### src/rtl/alu_rr_arbiter.sv
// Round-robin front end that shares one combinational ALU among NUM_REQ requesters.
// It has an issue register feeding the ALU and one held response register per requester.
module alu_rr_arbiter #(
    parameter int NUM_REQ = 2,
    parameter int DATA_W  = 32,
    parameter int OP_W    = 16
) (
    input  logic                        clk,
    input  logic                        reset,
    input  logic [NUM_REQ-1:0]          req_valid_i,
    input  logic [NUM_REQ*DATA_W-1:0]   req_rd_i,
    input  logic [NUM_REQ*DATA_W-1:0]   req_rs_i,
    input  logic [NUM_REQ*OP_W-1:0]     req_op_i,
    output logic [NUM_REQ-1:0]          req_ready_o,
    output logic [DATA_W-1:0]           alu_rd_o,
    output logic [DATA_W-1:0]           alu_rs_o,
    output logic [OP_W-1:0]             alu_op_o,
    input  logic [DATA_W-1:0]           alu_result_i,
    input  logic                        alu_jump_i,
    output logic [NUM_REQ-1:0]          resp_valid_o,
    output logic [NUM_REQ*DATA_W-1:0]   resp_result_o,
    output logic [NUM_REQ-1:0]          resp_jump_o,
    input  logic [NUM_REQ-1:0]          resp_ready_i
);

    localparam int                PTR_W   = $clog2(NUM_REQ);
    localparam logic [PTR_W-1:0]  PTR_RST = PTR_W'(NUM_REQ - 1);
    localparam logic [PTR_W:0]    NREQ_W  = (PTR_W + 1)'(NUM_REQ);

    // Handshakes: a request transfers on a cycle where req_valid_i[k] & req_ready_o[k];
    // a response transfers where resp_valid_o[k] & resp_ready_i[k]. Ready never depends
    // on the matching valid being stable beyond that cycle.

    logic [NUM_REQ-1:0]         r_busy;
    logic [PTR_W-1:0]           r_ptr;
    logic                       r_iss_valid;
    logic [PTR_W-1:0]           r_iss_id;
    logic [DATA_W-1:0]          r_iss_rd;
    logic [DATA_W-1:0]          r_iss_rs;
    logic [OP_W-1:0]            r_iss_op;
    logic [NUM_REQ-1:0]         r_resp_valid;
    logic [NUM_REQ*DATA_W-1:0]  r_resp_result;
    logic [NUM_REQ-1:0]         r_resp_jump;

    logic [NUM_REQ-1:0]         w_eligible;
    logic [NUM_REQ-1:0]         w_grant;
    logic [PTR_W-1:0]           w_grant_idx;
    logic [PTR_W:0]             w_idx;
    logic                       w_found;
    logic                       w_accept;
    logic [DATA_W-1:0]          w_sel_rd;
    logic [DATA_W-1:0]          w_sel_rs;
    logic [OP_W-1:0]            w_sel_op;

    assign w_eligible = req_valid_i & ~r_busy;

    // Search starts just after the last winner so every requester gets a turn.
    always_comb begin
        w_grant     = '0;
        w_grant_idx = r_ptr;
        w_idx       = '0;
        w_found     = 1'b0;
        for (int i = 1; i <= NUM_REQ; i++) begin
            w_idx = {1'b0, r_ptr} + (PTR_W + 1)'(i);
            if (w_idx >= NREQ_W) begin
                w_idx = w_idx - NREQ_W;
            end
            if (!w_found && w_eligible[w_idx[PTR_W-1:0]]) begin
                w_found     = 1'b1;
                w_grant_idx = w_idx[PTR_W-1:0];
            end
        end
        if (w_found && !reset) begin
            w_grant[w_grant_idx] = 1'b1;
        end
    end

    assign w_accept = |w_grant;

    always_comb begin
        w_sel_rd = '0;
        w_sel_rs = '0;
        w_sel_op = '0;
        for (int k = 0; k < NUM_REQ; k++) begin
            if (w_grant[k]) begin
                w_sel_rd = req_rd_i[k*DATA_W +: DATA_W];
                w_sel_rs = req_rs_i[k*DATA_W +: DATA_W];
                w_sel_op = req_op_i[k*OP_W +: OP_W];
            end
        end
    end

    always_ff @(posedge clk) begin
        if (reset) begin
            r_busy        <= '0;
            r_ptr         <= PTR_RST;
            r_iss_valid   <= 1'b0;
            r_iss_id      <= '0;
            r_iss_rd      <= '0;
            r_iss_rs      <= '0;
            r_iss_op      <= '0;
            r_resp_valid  <= '0;
            r_resp_result <= '0;
            r_resp_jump   <= '0;
        end else begin
            r_iss_valid <= w_accept;
            if (w_accept) begin
                r_iss_id <= w_grant_idx;
                r_iss_rd <= w_sel_rd;
                r_iss_rs <= w_sel_rs;
                r_iss_op <= w_sel_op;
                r_ptr    <= w_grant_idx;
            end
            // Grant needs ~busy and consume needs busy, so the two never hit the same k.
            for (int k = 0; k < NUM_REQ; k++) begin
                if (r_resp_valid[k] && resp_ready_i[k]) begin
                    r_resp_valid[k] <= 1'b0;
                    r_busy[k]       <= 1'b0;
                end
                if (w_grant[k]) begin
                    r_busy[k] <= 1'b1;
                end
                if (r_iss_valid && (r_iss_id == PTR_W'(k))) begin
                    r_resp_valid[k]                    <= 1'b1;
                    r_resp_result[k*DATA_W +: DATA_W] <= alu_result_i;
                    r_resp_jump[k]                     <= alu_jump_i;
                end
            end
        end
    end

    assign req_ready_o   = w_grant;
    assign alu_rd_o      = r_iss_rd;
    assign alu_rs_o      = r_iss_rs;
    assign alu_op_o      = r_iss_op;
    assign resp_valid_o  = r_resp_valid;
    assign resp_result_o = r_resp_result;
    assign resp_jump_o   = r_resp_jump;

endmodule
### config.mk
export PLATFORM = sky130hd
export DESIGN_NAME = alu_rr_arbiter
export DESIGN_NICKNAME = d
export VERILOG_FILES = /design/src/rtl/alu_rr_arbiter.sv
export SDC_FILE = /design/constraint.sdc
export NUM_CORES = 1
export LEC_CHECK = 0
export BUFFER_PORTS_ARGS = -buffer_cell sky130_fd_sc_hd__clkbuf_2
export CAP_MARGIN = 40
export CORE_AREA = 2 2 136 138
export DETAILED_ROUTE_END_ITERATION = 8
export DIE_AREA = 0 0 138 140
export GPL_TIMING_DRIVEN = 0
export PLACE_DENSITY = 0.69
export SETUP_SLACK_MARGIN = 0.4
export SLEW_MARGIN = 20
export SYNTH_ARGS = -nofsm -noshare
export SYNTH_HDL_FRONTEND = slang
export SYNTH_SLANG_ARGS = --single-unit
### constraint.sdc
create_clock -name clk -period 2.1 [get_ports clk]
set_input_delay 0.105 -clock clk [delete_from_list [all_inputs] [get_ports clk]]
set_output_delay 0.105 -clock clk [all_outputs]
set_load 0.01 [all_outputs]
==> results of run 1 <==
state kept, by name, indices dropped and copies added (netlist names):
signal,flops
alu_op_o,16
alu_rd_o,32
alu_rs_o,32
r_busy,2
r_iss_id,1
r_iss_valid,1
r_ptr,1
resp_jump_o,2
resp_result_o,64
resp_valid_o,2
layer usage:
layer	wire length [um]	GRT usage, %	vias up
li1	-	-	3971
met1	11700	34.9	3937
met2	12800	43.9	423
met3	1950	7.35	91
met4	1300	13.7	0
met5	0	0	-
power by group through the flow:
stage | Clock [mW] | Sequential (mW) | Combinational (mW)
global route | 2.98 | 3.35 | 2.28
floorplan | 0 | 3.47 | 0.999
CTS | 2.85 | 3.31 | 2.08
finish | 2.81 | 3.32 | 2.11
global placement | 0 | 3.37 | 1.86
detailed placement | 0 | 3.38 | 1.87
worst max-delay path, delay by kind of cell, from the launching register on:
| kind | cells | cell delay [ps] |
|---|---|---|
| and+or+nand+nor | 2 | 210 |
| buffers and inverters | 3 | 400 |
| AOI/OAI and AO/OA | 1 | 150 |
| DFF | 1 | 340 |
synthesized netlist by cell type, drive strengths merged:
library cell / count / area [um^2]
dfxtp: 153 / 3060
nand2: 138 / 518
buf: 81 / 490
nor3: 81 / 405
a211oi: 80 / 691
o211ai: 80 / 601
o22ai: 80 / 500
a21oi: 71 / 355
clkbuf: 23 / 86.3
nand2b: 6 / 37.5
nor2b: 3 / 18.8
nor2: 2 / 7.51
o21ai: 2 / 10.0
and2: 1 / 6.26
and3b: 1 / 8.76
nand3: 1 / 5.00
nand3b: 1 / 7.51
nor3b: 1 / 7.51
kinds of logic (layout without fill, tap and decap cells):
kind of cell           after synthesis  after routing  synth area share, %
AO/OA/AOI/OAI                      313            313                 31.6
buffers and inverters              104            604                 8.46
flip-flops                         153            153                 44.9
other                                0              3                    0
AND/OR/NAND/NOR                    235            235                 15.0
worst min-delay path by stage:
stage                     cells after the start  slack [ps]                 to             start
after floorplan                               2         240     resp_jump_o[0]        alu_jump_i
final                                         3          20       alu_rd_o[14]      req_rd_i[46]
after global placement                        3         340  resp_result_o[56]  alu_result_i[24]
after global routing                          3          20       alu_rd_o[14]      req_rd_i[46]
after detailed placement                      3         350  resp_result_o[32]   alu_result_i[0]
after CTS                                     3          10       alu_rd_o[14]      req_rd_i[46]
stage by stage:
| stage | util [%] | hold WS (ps) | instance area [um^2] |
|---|---|---|---|
| finish | 59.8 | 20.6 | 10600 |
| global placement | 49.7 | 345 | 8840 |
| global route | 59.8 | 17.2 | 10600 |
| detailed placement | 49.7 | 350 | 8840 |
| floorplan | - | 241 | 6820 |
| CTS | 59.6 | 10.1 | 10600 |
area by class of cell:
class,instances,share of cell area [%]
antenna,3,0.0706
buffer,104,5.77
clock buffer,21,4.23
clock inverter,10,0.682
multi-input combinational,548,30.1
sequential,153,28.8
tap,229,2.69
timing repair buffer,469,27.6
what timing repair did:
action / CTS / global route
pin swaps: 1 / 1
resized for setup: 15 / 8
setup buffers: 5 / 3
endpoints found under the hold margin: 149 / 0
hold buffers: 114 / 0
endpoints found under the setup margin: 2 / 2
==> metrics.csv, run 1 <==
stage;metric;value;unit
outcome;status;completed;
worst_setup_path;cp_max_fo;4;
floorplan;initial_core_util;38.4;%
detailed_routing;drc;0;
grt;grt_pass1_vias;8122;
sta;finalHoldViolCount;0;
grt;antenna_found_initial;3;
sta;finalSetupViolations;0;
worst_setup_path;r2r_end;alu_op_o[15];
power;pwr-share-comb;25.7;%
floorplan;die_x;138;um
synthesis;ys_types;22;
clocking;cts-root-buf;clkbuf_16;
synthesis;syn-num-nets;1004;
synthesis;synth_warnings;0;
power;ir_worst_vdd;0.000532;V
power;power.total;8.24;mW
grt;grt_use_total;27.6;%
sta;fmax;0.615;GHz
clocking;clock-sinks;153;
worst_setup_path;arrival;1520;ps
sta;worst_clock_skew;13.8;ps
detailed_routing;vias;8422;
detailed_routing;routed_wl;27800;um
sta;slew_violations;0;
final_layout;finalNonFillerCells;1537;
power;powerDensity;774;nW/um^2
detailed_routing;drtAntennaViolNets;0;
hold_path;holdCritPathClass;in -> reg;
sta;timing.final.crit_share;77.4;%
power;seqPwrFrac;40.3;%
synthesis;synth-seq-cells;153;
placed_design;dp_hpwl;19500;um
grt;grt_max_degree;17;
worst_setup_path;required;2000;ps
power;netSwitchingFraction;31.4;%
worst_setup_path;path_class;reg -> out;
power;p_clk_share;34.1;%
clocking;clockBufferDepth;2;
power;p_leak;4.55;nW
clocking;cts_made_buffers;17;
final_layout;area_delta_synth_final;56.0;%
placed_design;pre_cts_slack;437;ps
placed_design;gp_congestion;0.895;
worst_setup_path;r2r_cells;7;
worst_setup_path;start_kind;flip-flop;
worst_setup_path;setup.worst_path.start;r_busy[1];
grt;grt_overflow;0;
floorplan;fp-row-count;49;
clocking;clk_pin_slew;60;ps
final_layout;final_cell_mix;345 x clkbuf_2, 151 x dfxtp_1, 138 x nand2_1;
detailed_routing;viasPerCell;5.48;
sta;rsz0062_at_grt;yes;
sta;final.setup.tns;0;ps
sta;fin_crit;1630;ps
power;p_int;5.65;mW
sta;setup_ws;474;ps
detailed_routing;drt_iter0_drc;454;
detailed_routing;firstDrtPassIters;5;
clocking;clock_latency;430;ps
final_layout;register_area;3070;um^2
clocking;cts_max_level;4;
synthesis;avgSynthCellArea;8.47;um^2
power;p_sw;2.59;mW
floorplan;die_y;140;um
worst_setup_path;crit_end;req_ready_o[0];
clocking;cts_tree;yes;
grt;grt_pass1_wl;43200;um
placed_design;place_inst;1381;
final_layout;mostFrequentLayoutCell;clkbuf_2;
floorplan;dieArea;19300;um^2
worst_setup_path;r2r_setup_slack;500;ps
placed_design;port_buffers;347;
sta;slew_headroom;53.1;%
job;drv_cap;0;
worst_setup_path;critPathMaxStageDelay;340;ps
detailed_routing;wire_per_inst;18.1;um
synthesis;yosysSeqAreaShare;44.9;%
worst_setup_path;cpMaxStageDelayCell;dfxtp_2;
worst_setup_path;path_cells;nor2b_2 -> buf_6 -> buf_12 -> o21ai_2 -> nor3b_2 -> buf_2;
final_layout;nNetsFinal;1492;
worst_setup_path;r2r-start;r_busy[1];
final_layout;fillers;1615;
final_layout;drive_gt1_share;37.6;%
synthesis;netlist_area;6820;um^2
synthesis;syn_inst;805;
floorplan;core_area;17800;um^2
sta;worstMarginPinSlew;703;ps
worst_setup_path;cp-end-kind;output pin;
final_layout;multi_input_area;3210;um^2
floorplan;io_pins;349;
Power figures use the tool's default switching activity.
==> run 2: changes to the inputs <==
- CORE_AREA: 2 2 136 138 -> default
- CORE_ASPECT_RATIO: default -> 0.6
- CORE_MARGIN: default -> 2
- CORE_UTILIZATION: default -> 46
- DIE_AREA: 0 0 138 140 -> default
- PLACE_DENSITY: 0.69 -> 0.81
- clock period: 2.1 -> 1.55 ns (I/O delays scaled with it)
==> metrics.csv, run 2 (synthesized netlist as in run 1, its figures left out) <==
stage;metric;value;unit
outcome;status;finished with violations;
outcome;violations;setup timing;
worst_setup_path;start_kind;flip-flop;
worst_setup_path;cp-end-kind;flip-flop;
worst_setup_path;path_class;reg -> reg;
placed_design;place_inst;1350;
detailed_routing;drc;0;
clocking;cts-root-buf;clkbuf_16;
worst_setup_path;crit_end;alu_rs_o[27];
worst_setup_path;cpMaxStageDelayCell;dfxtp_2;
sta;worst_clock_skew;12.2;ps
grt;grt_pass1_wl;46900;um
final_layout;finalNonFillerCells;1535;
hold_path;holdCritPathClass;in -> reg;
placed_design;gp_congestion;0.933;
detailed_routing;drt_iter0_drc;1034;
placed_design;dp_hpwl;19400;um
worst_setup_path;r2r_cells;9;
floorplan;die_x;161;um
power;ir_worst_vdd;0.000788;V
floorplan;dieArea;15800;um^2
detailed_routing;drtAntennaViolNets;0;
clocking;clockBufferDepth;2;
floorplan;fp-row-count;34;
grt;antenna_found_initial;0;
final_layout;final_cell_mix;347 x clkbuf_2, 149 x dfxtp_1, 136 x nand2_1;
floorplan;io_pins;349;
worst_setup_path;setup.worst_path.start;r_busy[1];
worst_setup_path;r2r_end;alu_rs_o[27];
worst_setup_path;cp_max_fo;5;
floorplan;core_area;14500;um^2
sta;finalSetupViolations;21;
detailed_routing;vias;9050;
detailed_routing;wire_per_inst;20.5;um
clocking;cts_max_level;4;
grt;grt_pass1_vias;8930;
clocking;clk_pin_slew;70;ps
power;power.total;12.6;mW
worst_setup_path;r2r_setup_slack;-110;ps
worst_setup_path;critPathMaxStageDelay;350;ps
clocking;clock-sinks;153;
placed_design;place_area;8830;um^2
sta;slew_headroom;51.1;%
sta;setup_ws;-106;ps
clocking;cts_tree;yes;
final_layout;antenna_cells;0;
worst_setup_path;required;1830;ps
grt;grt_max_degree;17;
final_layout;largest_reg_flops;64;
floorplan;die_y;98.3;um
sta;worstMarginPinSlew;734;ps
final_layout;drive_gt1_share;43.5;%
worst_setup_path;arrival;1930;ps
floorplan;initial_core_util;47.0;%
clocking;cts_made_buffers;17;
worst_setup_path;r2r-start;r_busy[1];
sta;fin_crit;1660;ps
detailed_routing;firstDrtPassIters;5;
sta;fmax;0.604;GHz
detailed_routing;viasPerCell;5.90;
final_layout;design_area;11900;um^2
detailed_routing;routed_wl;31400;um
final_layout;area_delta_synth_final;74.5;%
job;drv_cap;0;
worst_setup_path;critPathMostFrequentCell;buf_8;
worst_setup_path;path_cells;nor2b_2 -> buf_6 -> buf_4 -> buf_8 -> buf_12 -> buf_8 -> buf_16 -> o211ai_1 -> a211oi_2;
grt;grt_overflow;0;
placed_design;pre_cts_slack;-9.32;ps
sta;timing.final.crit_share;107;%
power;p_leak;5.08;nW
placed_design;port_buffers;347;
clocking;clock_latency;420;ps
sta;finalHoldViolCount;0;
sta;rsz0062_at_grt;yes;
grt;grt_use_total;37.5;%
sta;slew_violations;0;
final_layout;nNetsFinal;1524;
power;powerDensity;1060;nW/um^2
final_layout;mostFrequentLayoutCell;clkbuf_2;
[run 2: cell types whose count changed in the layout (fill, tap and decap cells not counted), moves of 12 or more]
cell / change
buf_6: +16
buf_2: -37
nor3_2: +28
buf_8: +21
buf_16: +12
buf_4: +13
nor3_1: -32
[run 2: layout make-up]
type / count / area [um^2]
plain buffers: 104 / 890
clock buffers: 17 / 425
clock inverters: 14 / 210
fillers: 891 / 2610
multi-input cells: 548 / 3470
flip-flops and latches: 153 / 3070
well taps: 198 / 248
repair buffers: 501 / 3580
[run 2: metrics by stage]
| step | hold WS, ps | TNS (ps) | utilization [%] |
|---|---|---|---|
| 6_report | 12.0 | -774 | 82.0 |
| 5_1_grt | 14.2 | -2240 | 82.0 |
| 4_1_cts | 8.02 | -335 | 79.3 |
| 3_5_place_dp | 323 | -12.5 | 60.9 |
| 3_3_place_gp | 316 | 0 | 60.9 |
| 2_1_floorplan | 213 | 0 | - |
[run 2: worst max-delay path, delay by kind of cell, from the launching register on]
kind / cells / cell delay [ps]
AOI/OAI and AO/OA: 2 / 340
buffers and inverters: 6 / 780
DFF: 1 / 350
and+or+nand+nor: 1 / 50
[run 2: worst min-delay path by stage]
stage / startpoint / to / slack [ps] / depth (start not counted)
2_1_floorplan: alu_jump_i / resp_jump_o[0] / 210 / 2
3_3_place_gp: alu_result_i[29] / resp_result_o[61] / 320 / 3
3_5_place_dp: alu_result_i[21] / resp_result_o[21] / 320 / 3
4_1_cts: req_rs_i[15] / alu_rs_o[15] / 8 / 3
5_1_grt: req_rs_i[15] / alu_rs_o[15] / 10 / 3
6_report: req_rs_i[15] / alu_rs_o[15] / 10 / 3
[run 2: per-layer routing]
metal | vias to the layer above | GRT usage (%) | share of wire [%]
li1 | 4055 | - | -
met1 | 4234 | 47.1 | 40
met2 | 621 | 61.5 | 46
met3 | 140 | 7.09 | 8.2
met4 | 0 | 20.3 | 5.3
met5 | - | 0 | 0
[run 2: timing repair]
item / in CTS / in global routing
hold buffers: 115 / 0
gates cloned: 13 / 3
pin swaps: 24 / 19
setup endpoints to repair: 148 / 146
buffers inserted: 20 / 3
resized for setup: 120 / 81
hold endpoints to repair: 150 / 0
[run 2: power breakdown]
| group | internal, mW | total, mW | switching (mW) |
|---|---|---|---|
| combinational | 1.73 | 3.57 | 1.84 |
| clock | 2.61 | 4.51 | 1.89 |
| sequential | 4.29 | 4.53 | 0.242 |
| total | 8.64 | 12.6 | 3.97 |
==> run 3: changes to the inputs <==
- CORE_UTILIZATION: 46 -> 47
- CTS_BUF_LIST: default -> sky130_fd_sc_hd__clkbuf_8
- PLACE_DENSITY: 0.81 -> 0.82
==> metrics.csv, run 3 (synthesized netlist as in run 1, its figures left out) <==
stage;metric;value;unit
outcome;status;finished with violations;
outcome;violations;setup timing;
floorplan;core_area;14300;um^2
floorplan;io_pins;349;
detailed_routing;drc;0;
grt;grt_pass1_vias;9380;
final_layout;largest_reg_flops;64;
sta;setup_ws;-84.1;ps
worst_setup_path;start_kind;flip-flop;
floorplan;dieArea;15500;um^2
detailed_routing;vias;9621;
final_layout;fillers;790;
floorplan;fp-row-count;34;
detailed_routing;drtAntennaViolNets;0;
clocking;cts-root-buf;clkbuf_8;
power;p_leak;5.15;nW
final_layout;design_area;12100;um^2
worst_setup_path;cp_max_fo;8;
placed_design;place_inst;1350;
grt;grt_max_degree;17;
final_layout;final_cell_mix;345 x clkbuf_2, 171 x dlygate4sd3_1, 149 x dfxtp_1;
power;netSwitchingFraction;33.2;%
clocking;clock-sinks;153;
power;ir_worst_vdd;0.000577;V
placed_design;place_area;8830;um^2
power;p_clk_share;30.0;%
sta;timing.final.crit_share;105;%
placed_design;port_buffers;347;
sta;worst_clock_skew;15.4;ps
clocking;cts_tree;yes;
clocking;clockBufferDepth;2;
power;seqPwrFrac;38.8;%
worst_setup_path;required;1860;ps
detailed_routing;routed_wl;32400;um
worst_setup_path;cp-end-kind;flip-flop;
worst_setup_path;r2r_setup_slack;-80;ps
floorplan;die_y;97.3;um
worst_setup_path;arrival;1940;ps
sta;rsz0062_at_grt;yes;
sta;finalHoldViolCount;0;
sta;fmax;0.612;GHz
sta;slew_violations;0;
sta;final.setup.tns;-762;ps
grt;grt_overflow;0;
power;powerDensity;963;nW/um^2
final_layout;multi_input_area;3380;um^2
clocking;cts_max_level;4;
power;p_sw;3.86;mW
sta;slew_headroom;51.7;%
floorplan;die_x;160;um
final_layout;area_delta_synth_final;77.0;%
grt;antenna_found_initial;3;
final_layout;nNetsFinal;1571;
final_layout;finalNonFillerCells;1586;
clocking;clock_latency;450;ps
power;power.total;11.6;mW
sta;fin_crit;1630;ps
job;drv_cap;0;
detailed_routing;viasPerCell;6.07;
power;p_int;7.76;mW
sta;worstMarginPinSlew;725;ps
floorplan;initial_core_util;47.6;%
clocking;clk_pin_slew;100;ps
final_layout;mostFrequentLayoutCell;clkbuf_2;
power;pwr-share-comb;31.2;%
placed_design;gp_congestion;0.890;
clocking;cts_made_buffers;17;
detailed_routing;firstDrtPassIters;6;
final_layout;register_area;3070;um^2
sta;finalSetupViolations;25;
worst_setup_path;path_class;reg -> reg;
final_layout;drive_gt1_share;40.1;%
grt;grt_pass1_wl;49000;um
detailed_routing;wire_per_inst;20.4;um
hold_path;holdCritPathClass;in -> reg;
grt;grt_use_total;39.6;%
detailed_routing;drt_iter0_drc;902;
placed_design;dp_hpwl;19000;um
sta;whs;22.2;ps
[run 3: cell types whose count changed in the layout (fill, tap and decap cells not counted), moves of 6 or more]
cell	delta
a211oi_1	-6
a211oi_2	+6
clkbuf_16	-20
clkbuf_8	+18
dlygate4sd3_1	+56
nor3_1	+23
nor3_2	-19
[run 3: layout make-up]
| cell class | count | share of cell area [%] |
|---|---|---|
| clock buffers | 18 | 2.05 |
| well taps | 198 | 2.05 |
| multi-input cells | 548 | 28.0 |
| clock inverters | 14 | 1.67 |
| diodes | 3 | 0.0622 |
| flip-flops and latches | 153 | 25.5 |
| plain buffers | 104 | 7.60 |
| repair buffers | 548 | 33.1 |
[run 3: final timing paths]
path                                         from                 to  depth (start not counted)
worst max register to register          r_busy[1]        alu_op_o[5]                          9
worst min register to register  resp_result_o[63]  resp_result_o[63]                          2
worst min-delay path                  req_rs_i[9]        alu_rs_o[9]                          3
worst max-delay path                    r_busy[1]        alu_op_o[5]                          9
[run 3: layer usage]
layer | track usage (%) | up-vias | wire length [um]
met3 | 9.43 | 184 | 3080
met1 | 47.9 | 4510 | 12300
met4 | 21.0 | 0 | 1930
met5 | 0 | - | 0
met2 | 65.7 | 775 | 15100
li1 | - | 4152 | -
[run 3: stage by stage]
step	util, %	setup slack, ps
2_1_floorplan	-	368
3_3_place_gp	61.6	5.41
3_5_place_dp	61.6	3.31
4_1_cts	82.2	-109
5_1_grt	84.2	-194
6_report	84.2	-84.1
[run 3: what timing repair did]
action / CTS / global route
setup buffers: 17 / 3
gates cloned: 10 / 0
endpoints found under the setup margin: 148 / 144
gates resized for setup: 114 / 71
pin swaps: 20 / 14
hold buffers: 171 / 0
endpoints found under the hold margin: 150 / 0
[run 3: worst max-delay path, stage by stage, from the launching register on]
cell	delay [ps]
dfxtp_2	350
nor2b_2	40
buf_6	110
buf_4	130
buf_8	130
buf_16	150
buf_12	130
buf_16	120
o211ai_1	210
a211oi_2	120
[run 3: power groups by stage]
| stage | registers [mW] | logic, mW | clock network (mW) |
|---|---|---|---|
| floorplan | 4.70 | 1.36 | 0 |
| global placement | 4.55 | 2.49 | 0 |
| detailed placement | 4.57 | 2.53 | 0 |
| CTS | 4.48 | 3.31 | 3.48 |
| global route | 4.54 | 3.82 | 3.66 |
| finish | 4.51 | 3.63 | 3.48 |
